<file path="config.mk">
export PLATFORM = sky130hd
export DESIGN_NAME = vga_card_fetch_arbiter
export DESIGN_NICKNAME = d
export VERILOG_FILES = /design/src/rtl/vga_card_pkg.sv /design/src/rtl/card_shadow_buffer.sv /design/src/rtl/vga_card_fetch_arbiter.sv
export SDC_FILE = /design/constraint.sdc
export NUM_CORES = 1
export LEC_CHECK = 0
export CAP_MARGIN = 10
export CORE_ASPECT_RATIO = 0.7
export CORE_MARGIN = 4
export CORE_UTILIZATION = 25
export CTS_BUF_LIST = sky130_fd_sc_hd__clkbuf_16
export CTS_CLUSTER_DIAMETER = 30
export DETAILED_ROUTE_END_ITERATION = 7
export SETUP_SLACK_MARGIN = 0.5
export SYNTH_ARGS = -nofsm -noshare
export SYNTH_HDL_FRONTEND = slang
export SYNTH_HIERARCHICAL = 1
export SYNTH_SLANG_ARGS = --single-unit
</file>
<file path="constraint.sdc">
create_clock -name clk -period 7.6 [get_ports clk]
set_input_delay 1.14 -clock clk [delete_from_list [all_inputs] [get_ports clk]]
set_output_delay 1.14 -clock clk [all_outputs]
set_load 0.02 [all_outputs]
</file>
<file path="src/rtl/vga_card_pkg.sv">
// Shared constants, FSM encoding and shadow-entry layout for the VGA card fetch path.
package vga_card_pkg;

  localparam int unsigned NUM_SLOTS  = 10;
  localparam int unsigned BASE_ADDR  = 16;
  localparam int unsigned CARD_COUNT = 52;
  localparam int unsigned IDX_WIDTH  = 6;
  localparam int unsigned ADDR_WIDTH = 32;
  localparam int unsigned DATA_WIDTH = 32;
  localparam int unsigned SLOT_WIDTH = 4;
  localparam int unsigned OVR_WIDTH  = 8;

  localparam logic [1:0] IDLE  = 2'd0;
  localparam logic [1:0] FETCH = 2'd1;
  localparam logic [1:0] DRAIN = 2'd2;
  localparam logic [1:0] SWAP  = 2'd3;

  typedef struct packed {
    logic                 valid;
    logic [IDX_WIDTH-1:0] index;
  } shadow_entry_t;

  // Convert a raw RAM word into a shadow entry; out-of-deck values mark an empty slot.
  function automatic shadow_entry_t make_entry(input logic [DATA_WIDTH-1:0] word);
    shadow_entry_t e;
    e.index = word[IDX_WIDTH-1:0];
    e.valid = (word < DATA_WIDTH'(CARD_COUNT));
    return e;
  endfunction

endpackage

</file>
<file path="src/rtl/card_shadow_buffer.sv">
// Double-buffered per-slot card table: fetch writes the back bank, renderer reads the front bank.
module card_shadow_buffer
  import vga_card_pkg::*;
(
  input  logic                  clk,
  input  logic                  reset,
  input  logic                  wr_en,
  input  logic [SLOT_WIDTH-1:0] wr_slot,
  input  logic [IDX_WIDTH-1:0]  wr_index,
  input  logic                  wr_valid,
  input  logic                  swap,
  input  logic                  clear,
  input  logic [SLOT_WIDTH-1:0] rd_slot,
  output logic [IDX_WIDTH-1:0]  rd_index,
  output logic                  rd_valid
);

  shadow_entry_t bank_q [2][NUM_SLOTS];
  shadow_entry_t bank_d [2][NUM_SLOTS];
  logic          front_q, front_d;
  shadow_entry_t rd_q, rd_d;

  // Back-bank clear/write, bank swap and registered front-bank lookup.
  always_comb begin
    bank_d  = bank_q;
    front_d = front_q;
    rd_d    = '0;
    if (clear) begin
      for (int unsigned i = 0; i < NUM_SLOTS; i++) begin
        bank_d[~front_q][i] = '0;
      end
    end
    if (wr_en && (wr_slot < SLOT_WIDTH'(NUM_SLOTS))) begin
      bank_d[~front_q][wr_slot] = '{valid: wr_valid, index: wr_index};
    end
    if (swap) begin
      front_d = ~front_q;
    end
    if (rd_slot < SLOT_WIDTH'(NUM_SLOTS)) begin
      rd_d = bank_q[front_q][rd_slot];
    end
  end

  // Storage flops; reset empties both banks.
  always_ff @(posedge clk or posedge reset) begin
    if (reset) begin
      bank_q  <= '{default: '0};
      front_q <= 1'b0;
      rd_q    <= '0;
    end else begin
      bank_q  <= bank_d;
      front_q <= front_d;
      rd_q    <= rd_d;
    end
  end

  assign rd_index = rd_q.index;
  assign rd_valid = rd_q.valid;

endmodule

</file>
<file path="src/rtl/vga_card_fetch_arbiter.sv">
// Shares the data-RAM read port between the CPU and a once-per-frame card-slot fetch.
module vga_card_fetch_arbiter
  import vga_card_pkg::*;
(
  input  logic                  clk,
  input  logic                  reset,
  input  logic                  screenEnd,
  input  logic                  active,
  input  logic [3:0]            slot_sel,
  input  logic                  cpu_rd_req,
  input  logic [ADDR_WIDTH-1:0] cpu_addr,
  output logic [DATA_WIDTH-1:0] cpu_rdata,
  output logic                  cpu_rvalid,
  output logic                  mem_rd_en,
  output logic [ADDR_WIDTH-1:0] mem_addr,
  input  logic [DATA_WIDTH-1:0] mem_rdata,
  output logic [IDX_WIDTH-1:0]  card_index,
  output logic                  card_valid,
  output logic                  busy,
  output logic [7:0]            overrun_cnt
);

  logic [1:0]            state_q, state_d;
  logic [SLOT_WIDTH-1:0] slot_q, slot_d;
  logic                  own_cpu_q, own_cpu_d;
  logic                  own_fetch_q, own_fetch_d;
  logic [SLOT_WIDTH-1:0] tag_q, tag_d;
  logic [OVR_WIDTH-1:0]  overrun_q, overrun_d;

  logic                  fetch_issue;
  logic                  buf_swap;
  logic                  buf_clear;
  logic [1:0]            ovr_inc;
  logic [OVR_WIDTH:0]    ovr_sum;
  shadow_entry_t         wr_entry;

  // Fetch FSM, slot counter and overrun accounting.
  always_comb begin
    state_d     = state_q;
    slot_d      = slot_q;
    fetch_issue = 1'b0;
    buf_swap    = 1'b0;
    buf_clear   = 1'b0;
    ovr_inc     = 2'd0;
    case (state_q)
      IDLE: begin
        if (screenEnd) begin
          state_d   = FETCH;
          slot_d    = '0;
          buf_clear = 1'b1;
        end
      end
      FETCH: begin
        if (!cpu_rd_req) begin
          fetch_issue = 1'b1;
          slot_d      = slot_q + 4'd1;
          if (slot_q == SLOT_WIDTH'(NUM_SLOTS - 1)) begin
            state_d = DRAIN;
          end
        end
      end
      DRAIN: begin
        state_d = SWAP;
        // Fetch finished after blanking ended: the swap will be late.
        if (active) begin
          ovr_inc = ovr_inc + 2'd1;
        end
      end
      SWAP: begin
        if (!active) begin
          buf_swap = 1'b1;
          state_d  = IDLE;
        end
      end
      default: state_d = IDLE;
    endcase
    // A frame boundary while still busy means that frame's fetch is skipped.
    if (screenEnd && (state_q != IDLE)) begin
      ovr_inc = ovr_inc + 2'd1;
    end
    ovr_sum   = {1'b0, overrun_q} + 9'(ovr_inc);
    overrun_d = ovr_sum[OVR_WIDTH] ? {OVR_WIDTH{1'b1}} : ovr_sum[OVR_WIDTH-1:0];
  end

  // Owner/tag pipeline travels with each issued read to route its return.
  always_comb begin
    own_cpu_d   = cpu_rd_req;
    own_fetch_d = fetch_issue;
    tag_d       = fetch_issue ? slot_q : tag_q;
  end

  // State flops.
  always_ff @(posedge clk or posedge reset) begin
    if (reset) begin
      state_q     <= IDLE;
      slot_q      <= '0;
      own_cpu_q   <= 1'b0;
      own_fetch_q <= 1'b0;
      tag_q       <= '0;
      overrun_q   <= '0;
    end else begin
      state_q     <= state_d;
      slot_q      <= slot_d;
      own_cpu_q   <= own_cpu_d;
      own_fetch_q <= own_fetch_d;
      tag_q       <= tag_d;
      overrun_q   <= overrun_d;
    end
  end

  // CPU wins the port outright; the fetcher only uses otherwise idle cycles.
  assign mem_rd_en = cpu_rd_req | fetch_issue;
  assign mem_addr  = cpu_rd_req  ? cpu_addr :
                     fetch_issue ? (ADDR_WIDTH'(BASE_ADDR) + ADDR_WIDTH'(slot_q)) :
                                   '0;

  assign cpu_rvalid  = own_cpu_q;
  assign cpu_rdata   = own_cpu_q ? mem_rdata : '0;
  assign busy        = (state_q != IDLE);
  assign overrun_cnt = overrun_q;
  assign wr_entry    = make_entry(mem_rdata);

  card_shadow_buffer u_shadow (
    .clk      (clk),
    .reset    (reset),
    .wr_en    (own_fetch_q),
    .wr_slot  (tag_q),
    .wr_index (wr_entry.index),
    .wr_valid (wr_entry.valid),
    .swap     (buf_swap),
    .clear    (buf_clear),
    .rd_slot  (slot_sel),
    .rd_index (card_index),
    .rd_valid (card_valid)
  );

endmodule

</file>
==> impl_metrics.json, run 1 <==
{
  "fp.dieW_um": 230.6,
  "ys_warn_count": 6,
  "setup_viol": 0,
  "ir_drop_mv": 0.1516,
  "fin_setup_tns_ns": 0,
  "drv_cap": 0,
  "drtIter0Drc": 607,
  "drcViolationCount": 0,
  "dpl.cell_count": 1536,
  "post_cts_buffers": 0,
  "routed_wirelength_um": 25080,
  "fin_util_pct": 32.81,
  "rsz0062_at_grt": "false",
  "clockRootBuffer": "clkbuf_16",
  "hold_class": "register to register",
  "synth.distinct_cells": 46,
  "crit_top_cell": "clkdlybuf4s50_1",
  "endpoint_kind": "primary output",
  "gp_congestion": 0.7871,
  "final_cell_count_no_fill": 1569,
  "p_leak_nw": 4.660,
  "finalCritPeriodShare_pct": 65.08,
  "start_util_pct": 25.62,
  "htreeDepth": 4,
  "routedWlPerCell_um": 15.99,
  "fp-row-count": 56,
  "synth_seq_cells": 168,
  "numCtsBuffers": 17,
  "critical_path.slowest_cell": "clkdlybuf4s50_1",
  "fill_cells": 3476,
  "fmax_mhz": 202.2,
  "dr_total_vias": 7163,
  "clock_path_buffers": 2,
  "relSlewSlack_pct": 29.98,
  "synth_top_area_cell": "dfrtp_1",
  "finalClockSkew_ns": 0.01070,
  "antenna_found_initial": 0,
  "drt_first_pass_iters": 5,
  "synth_edf_count": 0,
  "powerDensity_nw_per_um2": 271.4,
  "synth_area_leaders": "dfrtp_1 48%, nand2_1 13%, o21ai_0 8.1%, mux2i_1 6.6%, and2_1 4.5%",
  "antenna_left": 0,
  "cts_sinks": 168,
  "fin_crit_ns": 4.946,
  "syn-num-nets": 1063,
  "path_cells": "clkdlybuf4s50_1 > nor2b_1 > a22o_1 > clkdlybuf4s50_1",
  "synthFlopType": "dfrtp_1",
  "drive_gt1_share_pct": 6.063,
  "crit_fanout": 42,
  "avgViaCountPerCell": 4.565,
  "hold_viol": 0,
  "grt_max_degree": 88,
  "yosysSeqAreaShare_pct": 48.49,
  "n_antenna_cell": 0,
  "die_area_um2": 37770,
  "synthCells": 980,
  "crit_family": "buffers and inverters",
  "worst_pin_slew_ns": 1.047,
  "tritoncts": "yes",
  "hold_depth": 2,
  "status": "complete, no violations",
  "cts_resized": 0,
  "r2r_start": "u_shadow/front_q",
  "drv_slew": 0,
  "syn_area_um2": 8670,
  "layout.nets": 1175,
  "grtUsageTotal_pct": 13.03,
  "yosys-top-cells-count": "290 x nand2_1, 168 x dfrtp_1, 141 x o21ai_0, 63 x and2_1, 57 x mux2i_1",
  "place_hpwl_um": 17100,
  "clk_latency_ns": 0.43,
  "die_height_um": 163.8,
  "r2r_setup_slack_ns": 4.85,
  "cp_num_buf_inv": 2,
  "whs_endpoint": "u_shadow/bank_q[24]",
  "async_reset_ff_share_pct": 100.0,
  "crit_type": "input port to primary output",
  "num_io_pins": 155,
  "synth_top_area_share_pct": 48.49,
  "grt_pass1_wl_um": 39260,
  "area_growth_pct": 28.07,
  "finalInstanceArea_um2": 11100,
  "reg2reg_to": "u_shadow/bank_q[56]",
  "clk_pin_slew_ns": 0.06,
  "synth.avg_cell_area_um2": 8.846,
  "core_area_um2": 33840,
  "io_buffers": 154,
  "r2r_cells": 6,
  "grt_pass1_vias": 6797,
  "start_kind": "input port",
  "dpl_cell_area_um2": 10540,
  "grt_overflow_total": 0,
  "required_ns": 6.46,
  "max_stage_delay_ns": 0.96,
  "min-delay-start": "u_shadow/bank_q[24]",
  "holdWs_ns": 0.5057,
  "synth.most_common_cell": "nand2_1",
  "cts_hold_buf": 0,
  "worstPathArrival_ns": 3.81
}
-- state kept, by name, summed over array words and instances (netlist names) --
signal / cells
u_shadow/rd_valid: 1
own_fetch_q: 1
u_shadow/bank_q: 140
state_q: 2
cpu_rvalid: 1
u_shadow/front_q: 1
u_shadow/rd_index: 6
overrun_cnt: 8
tag_q: 4
slot_q: 4
-- metal layers --
metal	up-vias	GRT usage [%]	share of wire, %
li1	3500	-	-
met1	3483	19.03	48
met2	162	19.94	46
met3	18	2.843	4.9
met4	0	2.610	1.2
met5	-	0	0
-- worst register-to-register path: stages (launching register included) --
cell and delay, ns:
dfrtp_2 0.62, buf_4 0.55, inv_1 0.21, nand2_2 0.29, buf_4 0.60, nand2_1 0.15, o21ai_0 0.22
-- final cells by class --
cell class,instances,area (um2),area share (%)
multi-input cells,723,4074,36.69
well taps,464,580.6,5.229
flip-flops and latches,168,4205,37.87
repair buffers,165,1619,14.58
inverters,17,68.82,0.6198
clock inverters,15,130.1,1.172
clock buffers,17,425.4,3.831
-- metrics by stage --
step,total power [W],worst slack (ns)
floorplan,0.001861,2.480
global placement,0.002175,2.694
detailed placement,0.002195,2.578
CTS,0.003039,2.566
global route,0.003191,2.269
finish,0.003013,2.654
-- how the worst max path moves through the flow --
stage                from  slack (ns)            endpoint  depth (start not counted)
6_report       cpu_rd_req        2.65         mem_addr[3]                          4
5_1_grt        cpu_rd_req        2.27         mem_addr[0]                          4
4_1_cts        cpu_rd_req        2.57         mem_addr[3]                          4
3_5_place_dp   cpu_rd_req        2.58         mem_addr[3]                          4
3_3_place_gp   cpu_rd_req        2.69         mem_addr[1]                          4
2_1_floorplan       reset        2.48  u_shadow/bank_q[0]                          1
-- report_power, final --
part | internal, W | leakage, nW | switching, W
sequential | 0.00111 | 2.29 | 0.000170
clock | 0.000452 | 0.259 | 0.000380
combinational | 0.000386 | 2.11 | 0.000512
-- cells by family (layout without fill, tap and decap cells) --
logic type,Yosys count,after routing,share of synthesized area [%]
flops,168,168,48.49
mux,70,70,9.222
buf+inv,89,214,4.575
xor+xnor,4,4,0.4042
fa+ha+maj,10,10,1.530
simple gates,459,459,24.38
compound gates,180,180,11.40
-- cells in the final DEF, fill, tap and decap left out, types with 17 or more instances in the layout --
master and count:
nand3_1 31, inv_1 18, nand2_1 288, clkbuf_16 17, mux2i_1 57, and2_1 63
nor2_1 19, dfrtp_1 167, clkdlybuf4s50_1 153, o21ai_0 141
Note: power is estimated with default switching activity, not from simulation.
==> inputs of run 2 (changes only) <==
==> constraint.sdc (replaced) <==
create_clock -name clk -period 5.15 [get_ports clk]
set_input_delay 0.7725 -clock clk [delete_from_list [all_inputs] [get_ports clk]]
set_output_delay 0.7725 -clock clk [all_outputs]
set_load 0.02 [all_outputs]
==> impl_metrics.json, run 2 (same netlist as run 1, synthesis figures left out) <==
{
  "status": "complete, no violations",
  "final_cell_count_no_fill": 1573,
  "r2r_cells": 10,
  "die_height_um": 163.8,
  "numCtsBuffers": 17,
  "drv_slew": 0,
  "crit_family": "buffers and inverters",
  "drv_cap": 0,
  "r2r_setup_slack_ns": 2.62,
  "largest_reg_flops": 140,
  "required_ns": 4.38,
  "dr_total_vias": 7126,
  "dpl_cell_area_um2": 10590,
  "place_hpwl_um": 17080,
  "dpl.cell_count": 1541,
  "grt_overflow_total": 0,
  "setup_viol": 0,
  "htreeDepth": 4,
  "finalClockSkew_ns": 0.009514,
  "drt_first_pass_iters": 5,
  "hold_depth": 2,
  "final_cell_mix": "288 x nand2_1, 167 x dfrtp_1, 153 x clkdlybuf4s50_1, 141 x o21ai_0, 63 x and2_1",
  "endpoint_kind": "primary output",
  "tritoncts": "yes",
  "ir_drop_mv": 0.2859,
  "worstPathArrival_ns": 2.87,
  "cp_num_buf_inv": 3,
  "io_buffers": 154,
  "clock_path_buffers": 2,
  "r2r_start": "state_q[0]",
  "hold_class": "register to register",
  "drive_gt1_share_pct": 6.583,
  "area_growth_pct": 28.71,
  "fin_crit_ns": 3.639,
  "cts_sinks": 168,
  "clk_pin_slew_ns": 0.06,
  "path_cells": "clkdlybuf4s50_1 > buf_4 > nor2b_1 > a22o_1 > clkdlybuf4s50_1",
  "fp.dieW_um": 230.6,
  "drtIter0Drc": 618,
  "powerDensity_nw_per_um2": 400.8,
  "top_register": "u_shadow/bank_q",
  "drcViolationCount": 0,
  "routed_wirelength_um": 25310,
  "start_util_pct": 25.62,
  "grt_max_degree": 109,
  "antenna_found_initial": 0,
  "clk_latency_ns": 0.43,
  "final_common_cell": "nand2_1",
  "grt_pass1_vias": 6920,
  "cts_resized": 0,
  "fp-row-count": 56,
  "avgViaCountPerCell": 4.530,
  "reg2reg_to": "overrun_cnt[5]",
  "finalInstanceArea_um2": 11160,
  "antenna_left": 0,
  "grtUsageTotal_pct": 13.19,
  "finalCritPeriodShare_pct": 70.65,
  "p_leak_nw": 4.683,
  "fmax_mhz": 274.8,
  "grt_pass1_wl_um": 40170,
  "min-delay-start": "u_shadow/bank_q[73]",
  "core_area_um2": 33840,
  "num_io_pins": 155,
  "crit_fanout": 42,
  "die_area_um2": 37770,
  "layout.nets": 1179,
  "clockRootBuffer": "clkbuf_16",
  "crit_top_cell": "clkdlybuf4s50_1",
  "whs_endpoint": "u_shadow/bank_q[73]",
  "fin_setup_tns_ns": 0,
  "post_cts_buffers": 0,
  "rsz0062_at_grt": "false",
  "routedWlPerCell_um": 16.09,
  "relSlewSlack_pct": 32.64,
  "hold_viol": 0,
  "pre_cts_slack_ns": 1.482,
  "critical_path.slowest_cell": "nor2b_1",
  "cts_hold_buf": 0,
  "gp_congestion": 0.7642,
  "max_stage_delay_ns": 0.62,
  "final.setup.worst_slack_ns": 1.511,
  "worst_pin_slew_ns": 1.007,
  "start_kind": "input port",
  "holdWs_ns": 0.5027,
  "n_antenna_cell": 0,
  "crit_type": "input port to primary output"
}
==> run 2: cell count changes in the layout (fill, tap and decap cells not counted), sizes merged <==
cell,previous run,this run
clkinv,2,5
buf,12,16
inv,23,20
==> run 2: final cells by class <==
type	instances	area (um2)
clock buffer	17	425.4
clock inverter	15	143.9
fill	3459	22680
inverter	17	67.56
multi-input combinational	723	4074
sequential	168	4205
tap	464	580.6
timing repair buffer	169	1662
==> run 2: worst max-delay path by stage <==
stage	depth (start not counted)	startpoint	slack [ns]	endpoint
3_5_place_dp	5	cpu_rd_req	1.48	mem_addr[3]
2_1_floorplan	1	reset	2.52	u_shadow/bank_q[0]
3_3_place_gp	5	cpu_rd_req	1.51	mem_addr[2]
6_report	5	cpu_rd_req	1.51	mem_addr[1]
5_1_grt	5	cpu_rd_req	1.34	mem_addr[3]
4_1_cts	5	cpu_rd_req	1.48	mem_addr[1]
==> run 2: routing by layer <==
layer,vias to the layer above,track usage (%),routed length (um)
met1,3438,19.42,12170
met4,0,1.978,130
met2,168,21.00,11870
met3,11,2.011,1145
li1,3509,-,-
met5,-,0,0
==> run 2: where the power goes <==
group	total [W]	leakage, nW	switching [W]	internal (W)
sequential	0.00188	2.29	0.000238	0.00164
combinational	0.00134	2.13	0.000771	0.000573
clock	0.00125	0.262	0.000571	0.000675
total	0.00447	4.68	0.00158	0.00289
==> run 2: metrics by stage <==
step           power [W]  util (%)
2_1_floorplan   0.002747         -
3_3_place_gp    0.003210     31.29
3_5_place_dp    0.003242     31.29
4_1_cts         0.004500     32.97
5_1_grt         0.004729     32.97
6_report        0.004472     32.97
==> run 2: worst reg2reg max path: stages (launching register included) <==
cell and delay [ns]:
dfrtp_1 0.41, inv_1 0.11, ha_1 0.27, nor2b_1 0.08, ha_1 0.28, ha_1 0.16
inv_1 0.06, fa_1 0.50, nor2_1 0.19, nand3_1 0.22, o21ai_0 0.16
